**src/rtl/pc_seq_pkg.sv**
```systemverilog
// pc_pkg: default sizes and the priority-decoded operation type for pc_seq.
package pc_pkg;
    localparam int PSIZE  = 5;
    localparam int OSIZE  = 4;
    localparam int SDEPTH = 4;
    typedef enum logic [2:0] {OP_HOLD, OP_INCR, OP_REL, OP_ABS, OP_CALL, OP_RET} pc_op_e;
endpackage

```
**src/rtl/pc_seq_if.sv**
```systemverilog
// pc_seq_if: decoder-to-sequencer strobes and sequencer status outputs.
interface pc_seq_if #(
    parameter int Psize  = pc_pkg::PSIZE,
    parameter int Osize  = pc_pkg::OSIZE,
    parameter int Sdepth = pc_pkg::SDEPTH
);
    localparam int SPW = $clog2(Sdepth + 1);
    logic stall, PCincr, PCabsbranch, PCrelbranch, PCcall, PCret, clr_err;
    logic [Psize-1:0] Branchaddr;
    logic [Osize-1:0] Reloffset;
    logic [Psize-1:0] PCout;
    logic [SPW-1:0] sp;
    logic ras_full, ras_empty, ras_ovf, ras_unf;
    modport master (
        output stall, PCincr, PCabsbranch, PCrelbranch, PCcall, PCret, clr_err, Branchaddr, Reloffset,
        input  PCout, sp, ras_full, ras_empty, ras_ovf, ras_unf
    );
    modport slave (
        input  stall, PCincr, PCabsbranch, PCrelbranch, PCcall, PCret, clr_err, Branchaddr, Reloffset,
        output PCout, sp, ras_full, ras_empty, ras_ovf, ras_unf
    );
endinterface

```
**src/rtl/pc_seq_ras.sv**
```systemverilog
// pc_ras: return-address LIFO; push ignored when full, pop ignored when empty.
module pc_ras #(
    parameter int Psize  = 5,
    parameter int Sdepth = 4,
    localparam int SPW   = $clog2(Sdepth + 1)
) (
    input  logic             clk,
    input  logic             nreset,
    input  logic             push,
    input  logic             pop,
    input  logic [Psize-1:0] din,
    output logic [Psize-1:0] dout,
    output logic [SPW-1:0]   sp,
    output logic             full,
    output logic             empty
);
    logic [Psize-1:0] mem_q [Sdepth];
    logic [Psize-1:0] mem_d [Sdepth];
    logic [SPW-1:0] sp_q, sp_d;

    assign full  = sp_q == SPW'(Sdepth);
    assign empty = sp_q == '0;
    assign sp    = sp_q;
    assign dout  = empty ? '0 : mem_q[sp_q - 1'b1];

    always_comb begin
        mem_d = mem_q;
        if (push && !full) mem_d[sp_q] = din;
        sp_d = (push && !full) ? sp_q + 1'b1 : (pop && !empty) ? sp_q - 1'b1 : sp_q;
    end

    // Storage is deliberately not reset; only the pointer is.
    always_ff @(posedge clk) mem_q <= mem_d;

    always_ff @(posedge clk or negedge nreset)
        if (!nreset) sp_q <= '0;
        else sp_q <= sp_d;
endmodule

```
**src/rtl/pc_seq.sv**
```systemverilog
// pc_seq: picoMIPS program sequencer with return-address stack and sticky error flags.
// Relative branch is built only when PC_RELBRANCH_EN is defined.
module pc_seq import pc_pkg::*; #(
    parameter int Psize  = PSIZE,
    parameter int Osize  = OSIZE,
    parameter int Sdepth = SDEPTH
) (
    input logic    clk,
    input logic    nreset,
    pc_seq_if.slave bus
);
    localparam int SPW = $clog2(Sdepth + 1);
    pc_op_e op;
    logic [Psize-1:0] pc_q, pc_d, pc_inc, rel_pc, ras_top;
    logic ovf_q, ovf_d, unf_q, unf_d, rel_req, ras_full, ras_empty;
    logic [SPW-1:0] ras_sp;

`ifdef PC_RELBRANCH_EN
    logic signed [Osize-1:0] rel_off;
    assign rel_off = bus.Reloffset;
    assign rel_req = bus.PCrelbranch;
    assign rel_pc  = pc_q + Psize'(rel_off);
`else
    logic [Osize-1:0] unused_off;
    logic unused_rel;
    assign unused_off = bus.Reloffset;
    assign unused_rel = bus.PCrelbranch;
    assign rel_req    = 1'b0;
    assign rel_pc     = pc_q;
`endif

    always_comb begin
        op = bus.stall       ? OP_HOLD :
             bus.PCret       ? OP_RET  :
             bus.PCcall      ? OP_CALL :
             bus.PCabsbranch ? OP_ABS  :
             rel_req         ? OP_REL  :
             bus.PCincr      ? OP_INCR : OP_HOLD;
    end

    pc_ras #(.Psize(Psize), .Sdepth(Sdepth)) u_ras (
        .clk(clk), .nreset(nreset),
        .push(op == OP_CALL), .pop(op == OP_RET),
        .din(pc_inc), .dout(ras_top),
        .sp(ras_sp), .full(ras_full), .empty(ras_empty)
    );

    always_comb begin
        pc_inc = pc_q + 1'b1;
        pc_d = op == OP_RET                     ? (ras_empty ? pc_inc : ras_top) :
               (op == OP_CALL || op == OP_ABS)  ? bus.Branchaddr :
               op == OP_REL                     ? rel_pc :
               op == OP_INCR                    ? pc_inc : pc_q;
        // An error event in the same cycle beats clr_err.
        ovf_d = (op == OP_CALL && ras_full)  ? 1'b1 : bus.clr_err ? 1'b0 : ovf_q;
        unf_d = (op == OP_RET  && ras_empty) ? 1'b1 : bus.clr_err ? 1'b0 : unf_q;
    end

    always_ff @(posedge clk or negedge nreset)
        if (!nreset) begin
            pc_q  <= '0;
            ovf_q <= 1'b0;
            unf_q <= 1'b0;
        end else begin
            pc_q  <= pc_d;
            ovf_q <= ovf_d;
            unf_q <= unf_d;
        end

    assign bus.PCout     = pc_q;
    assign bus.sp        = ras_sp;
    assign bus.ras_full  = ras_full;
    assign bus.ras_empty = ras_empty;
    assign bus.ras_ovf   = ovf_q;
    assign bus.ras_unf   = unf_q;
endmodule

```
**src/flat_wrapper.sv**
```systemverilog
// flat-port wrapper written by rule: the top's interface ports become plain ports
module pc_seq_flat import pc_pkg::*;
#(
    parameter int Psize  = PSIZE,
    parameter int Osize  = OSIZE,
    parameter int Sdepth = SDEPTH
)
  (clk, nreset, bus_stall, bus_PCincr, bus_PCabsbranch, bus_PCrelbranch, bus_PCcall, bus_PCret, bus_clr_err, bus_Branchaddr, bus_Reloffset, bus_PCout, bus_sp, bus_ras_full, bus_ras_empty, bus_ras_ovf, bus_ras_unf);
  pc_seq_if #(.Psize(Psize), .Osize(Osize), .Sdepth(Sdepth)) bus_i ();
  input logic clk;
  input logic nreset;
  input wire logic [$bits(bus_i.stall)-1:0] bus_stall;
  input wire logic [$bits(bus_i.PCincr)-1:0] bus_PCincr;
  input wire logic [$bits(bus_i.PCabsbranch)-1:0] bus_PCabsbranch;
  input wire logic [$bits(bus_i.PCrelbranch)-1:0] bus_PCrelbranch;
  input wire logic [$bits(bus_i.PCcall)-1:0] bus_PCcall;
  input wire logic [$bits(bus_i.PCret)-1:0] bus_PCret;
  input wire logic [$bits(bus_i.clr_err)-1:0] bus_clr_err;
  input wire logic [$bits(bus_i.Branchaddr)-1:0] bus_Branchaddr;
  input wire logic [$bits(bus_i.Reloffset)-1:0] bus_Reloffset;
  output wire logic [$bits(bus_i.PCout)-1:0] bus_PCout;
  output wire logic [$bits(bus_i.sp)-1:0] bus_sp;
  output wire logic [$bits(bus_i.ras_full)-1:0] bus_ras_full;
  output wire logic [$bits(bus_i.ras_empty)-1:0] bus_ras_empty;
  output wire logic [$bits(bus_i.ras_ovf)-1:0] bus_ras_ovf;
  output wire logic [$bits(bus_i.ras_unf)-1:0] bus_ras_unf;
  assign bus_i.stall = bus_stall;
  assign bus_i.PCincr = bus_PCincr;
  assign bus_i.PCabsbranch = bus_PCabsbranch;
  assign bus_i.PCrelbranch = bus_PCrelbranch;
  assign bus_i.PCcall = bus_PCcall;
  assign bus_i.PCret = bus_PCret;
  assign bus_i.clr_err = bus_clr_err;
  assign bus_i.Branchaddr = bus_Branchaddr;
  assign bus_i.Reloffset = bus_Reloffset;
  assign bus_PCout = bus_i.PCout;
  assign bus_sp = bus_i.sp;
  assign bus_ras_full = bus_i.ras_full;
  assign bus_ras_empty = bus_i.ras_empty;
  assign bus_ras_ovf = bus_i.ras_ovf;
  assign bus_ras_unf = bus_i.ras_unf;
  pc_seq #(.Psize(Psize), .Osize(Osize), .Sdepth(Sdepth)) u_core (.clk(clk), .nreset(nreset), .bus(bus_i));
endmodule
```
**config.mk**
```make
export PLATFORM = sky130hd
export DESIGN_NAME = pc_seq_flat
export DESIGN_NICKNAME = d
export VERILOG_FILES = /design/src/rtl/pc_seq_pkg.sv /design/src/rtl/pc_seq_if.sv /design/src/rtl/pc_seq_ras.sv /design/src/rtl/pc_seq.sv /design/src/flat_wrapper.sv
export SDC_FILE = /design/constraint.sdc
export NUM_CORES = 1
export LEC_CHECK = 0
export ABC_AREA = 1
export CAP_MARGIN = 0
export CORE_ASPECT_RATIO = 1.75
export CORE_UTILIZATION = 52
export CTS_CLUSTER_SIZE = 8
export DETAILED_ROUTE_END_ITERATION = 10
export GPL_ROUTABILITY_DRIVEN = 1
export PLACE_DENSITY = 0.78
export SLEW_MARGIN = 25
export SYNTH_ARGS = -nofsm -noshare
export SYNTH_HDL_FRONTEND = slang
export SYNTH_HIERARCHICAL = 1
export SYNTH_SLANG_ARGS = --single-unit
```
**constraint.sdc**
```tcl
create_clock -name clk -period 3.65 [get_ports clk]
set_input_delay 0.365 -clock clk [delete_from_list [all_inputs] [get_ports clk]]
set_output_delay 0.365 -clock clk [all_outputs]
set_load 0.02 [all_outputs]
```
==> flow_summary_export.csv, run 1 <==
group,metric,value,unit
outcome,outcome,"finished clean",
setup_path,critPathKind,"reg2out",
clock_tree,ctsHoldBuffers,0,
floorplanning,coreArea,3360,sq um
yosys,synth.distinct_cells,22,
route,drt_wl_total,3.69,mm
global_routing,grt_first_pass_wirelength,6.40,mm
placement,portBuffers,24,
power_and_ir_drop,power.internal,0.962,mW
timing,relSlewSlack,62.0,%
min_path,min_path_type,"in2async",
placement,dp_cells,293,
setup_path,path_cells,"inv_2, ha_1, nand2_2, inv_1, clkdlybuf4s50_1",
setup_path,crit_path_top_delay_cell,"clkdlybuf4s50_1",
route,ant_nets,0,
route,drt-vias-per-instance,4.91,
yosys,post_synth.cell_area_avg,7.98,sq um
floorplanning,initial_core_util,53.9,%
timing,worstMarginPinSlew,0.567,ns
global_routing,grt_usage,24.5,%
global_routing,grt_max_degree,17,
cells_and_area,layout.nets,280,
route,drt_iter0_markers,30,
clock_tree,cts_tree,"done",
clock_tree,cts_root_buf,"clkbuf_8",
setup_path,critPathLaunch,"u_core/u_ras/sp[0]$_DFFE_PN0P_",
global_routing,antenna_found_initial,0,
cells_and_area,drive_gt1_share,10.5,%
power_and_ir_drop,p_sw,0.749,mW
power_and_ir_drop,cellPowerDensity,785,nW/um^2
clock_tree,path_clk_slew,0.06,ns
setup_path,r2r_start,"u_core/u_ras/sp[0]$_DFFE_PN0P_",
power_and_ir_drop,swShare,43.8,%
yosys,yosysTopAreaCell,"edfxtp_1",
yosys,synth_nets,252,
clock_tree,numCtsBuffers,5,
yosys,synthTopCellsByArea,"edfxtp_1, nand2_1, dfrtp_1",
clock_tree,clock_latency,0.28,ns
setup_path,worstPathRequired,3.28,ns
power_and_ir_drop,p_leak,1.06,nW
placement,hpwlAfterDp,2.80,mm
cells_and_area,n_antenna_cell,0,
timing,setup_viol,0,
floorplanning,dieArea,3730,sq um
timing,fin_skew,0.00150,ns
clock_tree,post_cts_buffers,0,
yosys,synthCells,227,
timing,fmax,433,MHz
timing,maxSlewViolCount,0,
floorplanning,io_pins,30,
floorplanning,die_w,46.6,microns
yosys,synth_area,1810,sq um
setup_path,critPathMaxStageDelay,0.61,ns
timing,rsz0062_at_grt,"false",
clock_tree,cts.repair.resized,0,
yosys,synth-seq-cells,30,
timing,hold_violations,0,
route,via_count,1477,
setup_path,critPathCaptureType,"primary output",
setup_path,crit_family,"buffers and inverters",
cells_and_area,stdcell_count,301,
setup_path,cp.arrival,1.95,ns
setup_path,crit_buf_inv,3,
yosys,synth_most_common_cell,"nand2_1",
placement,finalWeightedCongestion,0.757,
route,drc,0,
route,drt_first_pass_iters,4,
power_and_ir_drop,p_clk_share,15.9,%
global_routing,grt_pass1_vias,1507,
cells_and_area,final_util,64.8,%
cells_and_area,fin_area,2180,sq um
clock_tree,max-clock-path-buffers,2,
cells_and_area,num-fill-cells,298,
yosys,ys_top_cells_by_count,"nand2_1, inv_1, nor2_1",
power_and_ir_drop,p_seq_share,32.6,%
power_and_ir_drop,power,1.71,mW
timing,setup_tns,0,ns
yosys,yosysWarningCount,6,
route,drt-wirelength-per-cell,12.2,microns
power_and_ir_drop,vdd_ir_drop_max,0.407,mV
setup_path,start_kind,"flop",
floorplanning,fp-row-count,28,
setup_path,crit_fanout,13,
yosys,synthFlopType,"edfxtp_1",
timing,fin_crit,2.31,ns
run,drv_cap,0,
yosys,synth_top_area_share,33.1,%
power_and_ir_drop,combinationalPowerShare,51.5,%
yosys,ys_seq_area_share,47.0,%
global_routing,gr-total-overflow,0,
clock_tree,clock-sinks,30,
timing,min_period_over_period,63.3,%
yosys,synthArstFlopShare,33.3,%
floorplanning,die_h,80.1,microns
cells_and_area,syn_to_final_growth,20.2,%
placement,place_area,2080,sq um
yosys,synth-edff-count,20,
clock_tree,h-tree-depth,2,
[cells in the final DEF (no fill, tap or decap), drive strengths merged]
cell type,count
a21oi,12
buf,2
clkbuf,6
clkdlybuf4s50,24
clkinv,1
clkinvlp,1
dfrtp,10
edfxtp,20
ha,7
inv,43
nand2,78
nand3,17
nand3b,1
nand4,3
nor2,23
o211ai,1
o21ai,5
xnor2,1
xor2,1
[through the flow]
step           worst slack [ns]  hold WS (ns)
2_1_floorplan              1.74        0.0694
3_3_place_gp               1.53         0.514
3_5_place_dp               1.49         0.524
4_1_cts                    1.30         0.424
5_1_grt                    1.25         0.423
6_report                   1.34         0.419
[sequential cells by signal, summed over array words and instances (netlist names)]
name	cells
u_core/bus.PCout	5
u_core/u_ras/mem_q	20
u_core/u_ras/sp	3
u_core/bus.ras_unf	1
u_core/bus.ras_ovf	1
[worst reg2reg max path: stages, from the launching register on]
cell and delay (ns):
dfrtp_1 0.39, inv_2 0.20, ha_1 0.37, inv_1 0.23, nand3_1 0.11, a21oi_1 0.17, nor2_1 0.06, nor2_1 0.12
nand2_1 0.07, nand2_1 0.06, inv_1 0.05, a21oi_2 0.10
[path summary, 6_finish.rpt]
path,end,slack (ns),cells past startpoint
min reg2reg,u_core/bus.ras_unf$_DFFE_PN0P_,0.53,2
max,bus_ras_full,1.34,5
max in group asynchronous,u_core/bus.PCout[1]$_DFFE_PN0P_,2.89,1
min,u_core/u_ras/sp[1]$_DFFE_PN0P_,0.42,1
min in group clk,u_core/bus.ras_unf$_DFFE_PN0P_,0.53,2
max reg2reg,u_core/bus.PCout[2]$_DFFE_PN0P_,1.65,11
[area by class of cell]
cell class / count / area [sq um] / area share (%)
sequential: 30 / 851 / 39.1
multi-input combinational: 149 / 759 / 34.9
timing repair buffer: 26 / 255 / 11.7
inverter: 43 / 161 / 7.41
clock buffer: 6 / 82.6 / 3.79
tap: 45 / 56.3 / 2.58
clock inverter: 2 / 12.5 / 0.574
[power groups by stage]
stage                     Clock (mW)  Combinational (mW)  Sequential [mW]
after floorplan                    0               0.564            0.601
after global placement             0               0.862            0.561
after detailed placement           0               0.883            0.564
after CTS                      0.283               0.887            0.557
after global routing           0.301               0.990            0.569
final                          0.272               0.882            0.557
[routing by layer]
| metal | vias up | track usage, % | routed length (microns) |
|---|---|---|---|
| met5 | - | 0 | 0 |
| met4 | 0 | 13.7 | 108 |
| met3 | 9 | 5.39 | 92 |
| met2 | 29 | 43.6 | 2120 |
| met1 | 682 | 24.4 | 1370 |
| li1 | 757 | - | - |
[logic make-up after synthesis]
group | count (synthesis) | synth area share (%)
AND/OR/NAND/NOR | 122 | 30.0
buffers and inverters | 48 | 11.1
flip-flops | 30 | 47.0
AO/OA/AOI/OAI | 18 | 5.73
adder cells (fa/ha/maj) | 7 | 4.83
XOR/XNOR | 2 | 1.38
No activity file was read; power rests on OpenSTA's default activity.
==> run 2, diff against run 1 <==
--- a/config.mk
+++ b/config.mk
@@ -8,11 +8,11 @@
 export ABC_AREA = 1
 export CAP_MARGIN = 0
 export CORE_ASPECT_RATIO = 1.75
-export CORE_UTILIZATION = 52
+export CORE_UTILIZATION = 48
 export CTS_CLUSTER_SIZE = 8
 export DETAILED_ROUTE_END_ITERATION = 10
 export GPL_ROUTABILITY_DRIVEN = 1
-export PLACE_DENSITY = 0.78
+export PLACE_DENSITY = 0.76
 export SLEW_MARGIN = 25
 export SYNTH_ARGS = -nofsm -noshare
 export SYNTH_HDL_FRONTEND = slang
==> constraint.sdc (replaced) <==
create_clock -name clk -period 2 [get_ports clk]
set_input_delay 0.2 -clock clk [delete_from_list [all_inputs] [get_ports clk]]
set_output_delay 0.2 -clock clk [all_outputs]
set_load 0.02 [all_outputs]
==> flow_summary_export.csv, run 2 (synthesized netlist as in run 1, its figures left out) <==
group,metric,value,unit
outcome,outcome,"finished clean",
setup_path,start_kind,"flop",
power_and_ir_drop,cellPowerDensity,1490,nW/um^2
cells_and_area,drive_gt1_share,12.5,%
floorplanning,fp-row-count,29,
timing,min_period_over_period,87.2,%
route,drc,0,
route,drt-vias-per-instance,4.77,
route,ant_nets,0,
setup_path,crit_fanout,3,
clock_tree,cts.repair.resized,2,
setup_path,r2r_cells,12,
clock_tree,ctsHoldBuffers,0,
min_path,min_path_type,"in2async",
clock_tree,h-tree-depth,2,
clock_tree,max-clock-path-buffers,2,
timing,hold_violations,0,
route,drt-wirelength-per-cell,11.8,microns
cells_and_area,final_common_cell,"nand2_1",
floorplanning,die_h,83.3,microns
clock_tree,post_cts_buffers,0,
cells_and_area,num-fill-cells,326,
timing,fin_crit,1.74,ns
timing,relSlewSlack,65.9,%
cells_and_area,largest-register,"u_core/u_ras/mem_q",
timing,maxSlewViolCount,0,
floorplanning,die_w,48.4,microns
cells_and_area,largest_register_ffs,20,
clock_tree,numCtsBuffers,5,
placement,hpwlAfterDp,2.81,mm
global_routing,grt_max_degree,17,
global_routing,antenna_found_initial,0,
timing,setup_tns,0,ns
global_routing,grt_first_pass_wirelength,6.31,mm
route,drt_iter0_markers,26,
timing,worstMarginPinSlew,0.510,ns
placement,portBuffers,24,
setup_path,cp.arrival,1.54,ns
timing,fmax,574,MHz
clock_tree,clock-sinks,30,
floorplanning,initial_core_util,49.9,%
power_and_ir_drop,p_seq_share,29.5,%
clock_tree,clock_latency,0.28,ns
power_and_ir_drop,power,3.38,mW
power_and_ir_drop,combinationalPowerShare,49.3,%
power_and_ir_drop,power.internal,2.01,mW
clock_tree,path_clk_slew,0.07,ns
floorplanning,coreArea,3630,sq um
clock_tree,cts_tree,"done",
setup_path,critPathKind,"reg2out",
timing,fin_skew,0.00704,ns
timing,setup_viol,0,
cells_and_area,final_cell_mix,"nand2_1, inv_1, nor2_1, clkdlybuf4s50_1, edfxtp_1",
global_routing,gr-total-overflow,0,
global_routing,grt_pass1_vias,1464,
clock_tree,cts_root_buf,"clkbuf_8",
power_and_ir_drop,p_leak,1.13,nW
floorplanning,io_pins,30,
power_and_ir_drop,p_clk_share,21.2,%
power_and_ir_drop,vdd_ir_drop_max,0.878,mV
power_and_ir_drop,swShare,40.5,%
global_routing,grt_usage,20.6,%
setup_path,worstPathRequired,1.80,ns
floorplanning,dieArea,4030,sq um
cells_and_area,layout.nets,287,
route,via_count,1475,
route,drt_wl_total,3.64,mm
route,drt_first_pass_iters,4,
placement,finalWeightedCongestion,0.805,
timing,rsz0062_at_grt,"false",
cells_and_area,syn_to_final_growth,25.1,%
cells_and_area,n_antenna_cell,0,
setup_path,critPathCaptureType,"primary output",
power_and_ir_drop,p_sw,1.37,mW
run,drv_cap,0,
[run 2: routing by layer]
layer  share of wire (%)  up-vias  GRT usage (%)  wire length (microns)
met5                   0        -              0                      0
met4                 3.2        0           11.8                    116
met3                 2.3       11           2.75                     85
met2                  57       34           39.7                   2070
met1                  38      659           20.1                   1370
li1                    -      771              -                      -
[run 2: power groups by stage]
stage                     Combinational [mW]  Clock (mW)  Sequential, mW
after floorplan                         1.03           0            1.10
after global placement                  1.65           0            1.01
after detailed placement                1.68           0            1.01
after CTS                               1.68       0.726            1.00
after global routing                    1.87       0.751            1.02
final                                   1.66       0.715           0.998
[run 2: final timing paths]
| kind | startpoint | endpoint | slack, ns |
|---|---|---|---|
| min in group clk | bus_clr_err | u_core/bus.ras_ovf$_DFFE_PN0P_ | 0.52 |
| max in group asynchronous | nreset | u_core/bus.PCout[2]$_DFFE_PN0P_ | 1.40 |
| hold / removal | nreset | u_core/bus.PCout[3]$_DFFE_PN0P_ | 0.26 |
| hold reg to reg | u_core/bus.ras_unf$_DFFE_PN0P_ | u_core/bus.ras_unf$_DFFE_PN0P_ | 0.53 |
| setup reg to reg | u_core/u_ras/sp[1]$_DFFE_PN0P_ | u_core/bus.PCout[4]$_DFFE_PN0P_ | 0.26 |
| setup / recovery | u_core/u_ras/sp[1]$_DFFE_PN0P_ | bus_ras_empty | 0.26 |
[run 2: area by class of cell]
type | count | area, sq um | share of cell area, %
clock buffer | 5 | 68.8 | 3.04
sequential | 30 | 851 | 37.5
inverter | 43 | 161 | 7.12
clock inverter | 3 | 63.8 | 2.81
tap | 46 | 57.6 | 2.54
multi-input combinational | 149 | 759 | 33.5
timing repair buffer | 33 | 305 | 13.5
[run 2: metrics by stage]
stage                     setup slack (ns)  instances  area (sq um)  utilization [%]  hold slack [ns]
after floorplan                     0.0872        227          1810                -          -0.0956
after global placement               0.263        301          2140             58.9            0.516
after detailed placement             0.249        301          2140             58.9            0.529
after CTS                            0.237        309          2270             62.5            0.264
after global routing                0.0673        309          2270             62.5            0.274
final                                0.256        309          2270             62.5            0.256
[run 2: worst max-delay path: stages, from the launching register on]
cell,delay [ns]
dfrtp_1,0.38
inv_1,0.12
ha_1,0.24
nand2_4,0.07
inv_1,0.11
dlygate4sd2_1,0.34
==> run 3, diff against run 2 <==
--- a/config.mk
+++ b/config.mk
@@ -6,7 +6,6 @@
 export NUM_CORES = 1
 export LEC_CHECK = 0
 export ABC_AREA = 1
-export CAP_MARGIN = 0
 export CORE_ASPECT_RATIO = 1.75
 export CORE_UTILIZATION = 48
 export CTS_CLUSTER_SIZE = 8
==> results of run 3 <==
No change in the layout: final DEF, timing and power equal those of run 2.
